**config.mk**
```make
export PLATFORM = sky130hd
export DESIGN_NAME = pwm_generator
export DESIGN_NICKNAME = d
export VERILOG_FILES = /design/src/rtl/pwm_pkg.sv /design/src/rtl/pwm_deadtime.sv /design/src/rtl/pwm_generator.sv
export SDC_FILE = /design/constraint.sdc
export NUM_CORES = 1
export LEC_CHECK = 0
export BUFFER_PORTS_ARGS = -buffer_cell sky130_fd_sc_hd__buf_2
export CORE_ASPECT_RATIO = 0.8
export CORE_MARGIN = 1.5
export CORE_UTILIZATION = 50
export DETAILED_ROUTE_END_ITERATION = 7
export PLACE_DENSITY = 0.68
export SLEW_MARGIN = 25
export SYNTH_ARGS = -nofsm -noshare
export SYNTH_HDL_FRONTEND = slang
export SYNTH_SLANG_ARGS = --single-unit
```
**constraint.sdc**
```tcl
create_clock -name clk -period 2.5 [get_ports clk]
set_input_delay 0.25 -clock clk [delete_from_list [all_inputs] [get_ports clk]]
set_output_delay 0.25 -clock clk [all_outputs]
set_load 0.01 [all_outputs]
```
**src/rtl/pwm_pkg.sv**
```systemverilog
// Shared defaults for the PWM generator and its optional dead-time stage.
package pwm_pkg;
  localparam int DEFAULT_DUTY_NOB = 11;
  localparam int DEFAULT_PERIOD   = 100;
  localparam int DEFAULT_DEADTIME = 2;
endpackage

```
**src/rtl/pwm_deadtime.sv**
```systemverilog
// Dead-time inserter: turns the raw PWM drive into a non-overlapping pwm/pwm_n pair.
// An output only rises once raw has held its level for DEADTIME+1 consecutive clocks.
module pwm_deadtime
  import pwm_pkg::*;
#(
  parameter int DEADTIME = DEFAULT_DEADTIME
) (
  input  logic clk,
  input  logic reset,
  input  logic enable,
  input  logic raw,
  output logic pwm,
  output logic pwm_n
);

  localparam int RUN_W = $clog2(DEADTIME + 2);
  localparam logic [RUN_W-1:0] RUN_MAX = RUN_W'(DEADTIME + 1);

  logic             raw_prev_q, raw_prev_d;
  logic [RUN_W-1:0] run_q, run_d;
  logic [RUN_W-1:0] run_now;
  logic             pwm_q, pwm_d;
  logic             pwm_n_q, pwm_n_d;

  // run_now is the length of the current raw level, including this cycle, saturating.
  always_comb begin
    run_now = RUN_W'(1);
    if (raw == raw_prev_q) begin
      run_now = (run_q == RUN_MAX) ? RUN_MAX : run_q + 1'b1;
    end
    raw_prev_d = enable && raw;
    run_d      = enable ? run_now : '0;
    pwm_d      = enable && raw && (run_now == RUN_MAX);
    pwm_n_d    = enable && !raw && (run_now == RUN_MAX);
  end

  always_ff @(posedge clk) begin
    if (reset) begin
      raw_prev_q <= 1'b0;
      run_q      <= '0;
      pwm_q      <= 1'b0;
      pwm_n_q    <= 1'b0;
    end else begin
      raw_prev_q <= raw_prev_d;
      run_q      <= run_d;
      pwm_q      <= pwm_d;
      pwm_n_q    <= pwm_n_d;
    end
  end

  assign pwm   = pwm_q;
  assign pwm_n = pwm_n_q;

endmodule

```
**src/rtl/pwm_generator.sv**
```systemverilog
// Period-counter PWM with a shadowed duty register and period_start/duty_clamped flags.
// Define PWM_COMPLEMENTARY_EN to add the pwm_n output with dead-time insertion.
module pwm_generator
  import pwm_pkg::*;
#(
  parameter int DUTY_NOB = DEFAULT_DUTY_NOB,
  parameter int PERIOD   = DEFAULT_PERIOD,
  parameter int DEADTIME = DEFAULT_DEADTIME
) (
  input  logic                clk,
  input  logic                reset,
  input  logic                enable,
  input  logic [DUTY_NOB-1:0] duty,
  output logic                pwm,
  output logic                pwm_n,
  output logic                period_start,
  output logic                duty_clamped
);

  if (PERIOD < 2 || PERIOD > (2 ** DUTY_NOB) - 1) begin : g_bad_period
    $error("pwm_generator: PERIOD out of range");
  end
  if (DEADTIME < 1 || DEADTIME > PERIOD / 4) begin : g_bad_deadtime
    $error("pwm_generator: DEADTIME out of range");
  end

  localparam logic [DUTY_NOB-1:0] PERIOD_V = DUTY_NOB'(PERIOD);
  localparam logic [DUTY_NOB-1:0] LAST_V   = DUTY_NOB'(PERIOD - 1);

  logic [DUTY_NOB-1:0] cnt_q, cnt_d;
  logic [DUTY_NOB-1:0] duty_q, duty_d;
  logic                clamped_q, clamped_d;
  logic                start_q, start_d;
  logic                raw;

  // Duty is only re-latched while idle or on the last count, so a period never changes mid-flight.
  always_comb begin
    cnt_d     = '0;
    duty_d    = duty_q;
    clamped_d = clamped_q;
    if (enable && cnt_q != LAST_V) begin
      cnt_d = cnt_q + 1'b1;
    end
    if (!enable || cnt_q == LAST_V) begin
      duty_d    = (duty > PERIOD_V) ? PERIOD_V : duty;
      clamped_d = duty > PERIOD_V;
    end
    raw     = enable && (cnt_q < duty_q);
    start_d = enable && (cnt_q == '0);
  end

  always_ff @(posedge clk) begin
    if (reset) begin
      cnt_q     <= '0;
      duty_q    <= '0;
      clamped_q <= 1'b0;
      start_q   <= 1'b0;
    end else begin
      cnt_q     <= cnt_d;
      duty_q    <= duty_d;
      clamped_q <= clamped_d;
      start_q   <= start_d;
    end
  end

  assign period_start = start_q;
  assign duty_clamped = clamped_q;

`ifdef PWM_COMPLEMENTARY_EN
  pwm_deadtime #(
    .DEADTIME(DEADTIME)
  ) u_deadtime (
    .clk   (clk),
    .reset (reset),
    .enable(enable),
    .raw   (raw),
    .pwm   (pwm),
    .pwm_n (pwm_n)
  );
`else
  logic pwm_q, pwm_d;

  always_comb begin
    pwm_d = raw;
  end

  always_ff @(posedge clk) begin
    if (reset) begin
      pwm_q <= 1'b0;
    end else begin
      pwm_q <= pwm_d;
    end
  end

  assign pwm   = pwm_q;
  assign pwm_n = 1'b0;
`endif

endmodule

```
**Word level (Yosys, flattened, before mapping)**

Index checks and enable logic that the tools add are counted.

- Word-level logic and storage cells: 19
- Input bits: 14
- Bits in registers: 25

- Bitwise logic cells: 1
- Magnitude comparators: 2
- Equality and inequality tests: 2
- Multiplexer cells: 1
- Add/subtract/negate cells: 1
- Reduce and logical (&&, ||, !) cells: 7

Operator list:

| cell | number |
|---|---|
| 11-bit by 1-bit adder with 11-bit output, second input constant | 1 |
| 11-bit by 7-bit == test with 1-bit output, second input constant | 1 |
| 11-bit by 7-bit > comparator with 1-bit output, second input constant | 1 |
| 11-bit zero test | 1 |
| 11-bit less-than comparator | 1 |
| 11-bit two-way mux | 1 |
| 11-bit by 7-bit != test with 1-bit output, second input constant | 1 |
| 1-bit logical AND | 3 |
| 2-bit OR reduction | 1 |
| 1-bit zero test | 1 |
| 1-bit logical OR | 1 |
| 1-bit inverter | 1 |

**Depth between registers and ports, before layout**

- Depth in word-level cells: 4
- Depth in mapped cells: 7

**Least setup slack after synthesis**

No wires, ideal clock.

- Path kind: reg2reg
- From: register cnt_q[3]
- To: register duty_q[2]
- Slack: 0.787 ns
- Cell stages (with the launch flop): 6
- Library setup time: 0.133 ns
- Arrival time: 1.580 ns
- Period minus slack after synthesis: 1.713 ns
- Buffers on the path: 1
- Path through: dfxtp_1 -> or4_4 -> o31a_1 -> buf_6 -> nor3b_2 -> a211oi_2

- Longest elaborated chain between the ends: 2

RTL lines:

| item | RTL line | text |
|---|---|---|
| start: declaration | pwm_generator.sv:30 | `logic [DUTY_NOB-1:0] cnt_q, cnt_d;` |
| start signal: assignment | pwm_generator.sv:59 | `cnt_q <= cnt_d;` |
| 11-bit by 7-bit == test with 1-bit output | pwm_generator.sv:44 | `if (!enable \|\| cnt_q == LAST_V) begin` |
| 1-bit logical OR | pwm_generator.sv:44 |  |
| end signal: assignment | pwm_generator.sv:60 | `duty_q <= duty_d;` |
| end: declaration | pwm_generator.sv:31 | `logic [DUTY_NOB-1:0] duty_q, duty_d;` |

Every way passes these cells.
A chain may end at the register's enable or synchronous reset.

**Worst setup path in the final report**

- From: register cnt_q[3]
- To: register duty_q[6]

Same word-level chain as after synthesis.

==> run metrics <==
fin nets=188; 1st-iter DRT viols=26; status=finished, final reports clean; Avg Cell Area, Syn=8.76 µm²; IO buf count=16; commonest non-fill, non-tap cells in the layout=dfxtp_1, nor2_1, buf_2; drt first pass iters=4; num rows=16; Post-DP HPWL=1960 µm; Tot GR Track Use=20.2%; routed length per placed instance=12.8 µm; vias in the first global route=1019; IO Pins=18; Setup Fix Bufs, Post-CTS=0; Yosys warnings=0; relative slew slack=66.0%; ys async rst share=0%; final hold violations=0; footprint of the multi-input gates=701 µm²; fill count=228; critical path launch point type=flop; GP Congestion=0.825; # Max-Cap Violations=0; RSZ-0062 raised after global routing=false; Die Footprint=0.00291 mm²; Core Area=0.00246 mm²; vias=996; Crit path arrival time=2.12 ns; ratio of cells with drive above 1 in the final layout=18.6%; worst slew pin tran=0.511 ns; Lkg Pwr=0.559 nW; CTS tree=built; Sum Neg Setup Slack=0 ns; fin crit period=1.92 ns; Worst-path clk slew=0.14 ns; clock tree buffer depth=2; commonest non-fill, non-tap cell in the layout=dfxtp_1; period utilisation layout=76.7%; initial cell density of the core=52.6%; sequential share of the synthesized area=38.6%; max-slew violations=0; crit path capture type=flop; # DRC=0; Worst Path Required=2.70 ns; largest net degree at the start of global routing=16; Final ANT Viol Nets=0; Post-CTS Hold Buffers=0; Post-Synthesis Cell Area=0.00130 mm²; fmax=522 MHz; Cells after DPL=193; largest vdd supply drop=0.262 mV; Resize count post-CTS=0; pwr/cell area=467 mW/mm²; total grt overflow=0; Ant. Diodes=0; later-pin clock latency in the skew report=0.32 ns; Root Driver=clkbuf_4; top_reg_cell synth=dfxtp_1; HP Class=primary input to flop; die extent in x=59.9 µm; CTS sink count=25; first-pass GRT wire length=4540 µm; number of enable flip-flop cells after synthesis=0; H-tree depth=1; clock buffer count from CTS=3; P&R area growth vs syn=8.69%; critical path type=flop to flop; post-synthesis register bit count=25; Clock Skews=0.00444 ns; # setup viols final=0; routed wire length=2520 µm; antenna violations before repair=0; syn_nets=174; die height=48.5 µm; largest fanout on the critical path=10; post-route insts no fill=197; register area=500 µm²; Vias/cell=5.06; Yosys cell types=36; Post-Synthesis Cells=148
[logic make-up (layout without fill, tap and decap cells)]
logic type | Yosys count | count (layout) | synth area share, %
AO/OA/AOI/OAI | 21 | 21 | 12.5
buffers and inverters | 21 | 34 | 7.34
flip-flops | 25 | 25 | 38.6
AND/OR/NAND/NOR | 59 | 59 | 23.6
adder cells (fa/ha/maj) | 12 | 12 | 11.6
other | 1 | 1 | 0.289
XOR/XNOR | 9 | 9 | 6.08
[worst max-delay path, cell delays in order (launching register included)]
cell	delay, ns
dfxtp_1	0.40
or4_4	0.60
o31a_1	0.49
nor3_2	0.24
a211oi_2	0.07
[metal layers]
layer,up-vias,global-route usage (%),share of wire (%)
li1,524,-,-
met1,441,29.8,52
met3,8,5.08,3.4
met5,-,0,0
met2,23,28.4,42
met4,0,7.04,2.5
[synth_stat cells (all sizes together), types with 2 or more instances]
cell	count	area share [%]
dfxtp	25	39
o21ai	3	1.2
buf	5	2.7
ha	12	12
or4	2	1.4
a21oi	9	3.5
clkbuf	2	0.58
nand2	11	3.2
inv	14	4.1
nand3	8	3.1
nand4	3	1.4
nor2b	2	0.97
a211oi	4	3.5
nor2	19	5.5
nor3	7	3.5
xor2	5	3.4
xnor2	4	2.7
[report_power, final]
| group | internal [mW] | switching [mW] |
|---|---|---|
| sequential | 0.407 | 0.00443 |
| clock | 0.0612 | 0.123 |
| combinational | 0.0248 | 0.0370 |
| total | 0.493 | 0.164 |
[layout make-up]
| class | count | share of cell area (%) |
|---|---|---|
| Multi-Input combinational cell | 102 | 49.7 |
| Inverter | 14 | 3.73 |
| Sequential cell | 25 | 35.5 |
| Timing Repair Buffer | 16 | 5.68 |
| Clock buffer | 3 | 1.60 |
| Tap cell | 36 | 3.20 |
| Clock inverter | 1 | 0.533 |
[state kept, by name (all words and copies together) (netlist names)]
register      flops
duty_q           11
pwm               1
duty_clamped      1
cnt_q            11
period_start      1
[through the flow]
stage / worst slack (ns) / util (%) / hold WS [ns] / power [mW] / instance area [µm²]
detailed placement: 0.608 / 56.0 / 0.438 / 0.482 / 1380
finish: 0.583 / 57.2 / 0.197 / 0.657 / 1410
global placement: 0.682 / 56.0 / 0.431 / 0.479 / 1380
CTS: 0.574 / 57.2 / 0.179 / 0.663 / 1410
floorplan: 0.787 / - / 0.402 / 0.461 / 1300
global route: 0.468 / 57.2 / 0.188 / 0.690 / 1410
[worst paths after layout]
check	from	to	slack, ns	depth (start not counted)
worst max-delay path	cnt_q[3]$_SDFF_PP0_	duty_q[6]$_SDFFE_PP0P_	0.58	4
worst min-delay path	duty[4]	duty_q[4]$_SDFFE_PP0P_	0.20	3
worst max register to register	cnt_q[3]$_SDFF_PP0_	duty_q[6]$_SDFFE_PP0P_	0.58	4
worst min register to register	duty_q[8]$_SDFFE_PP0P_	duty_q[8]$_SDFFE_PP0P_	0.45	2
No activity file was read; power rests on OpenSTA's default activity.
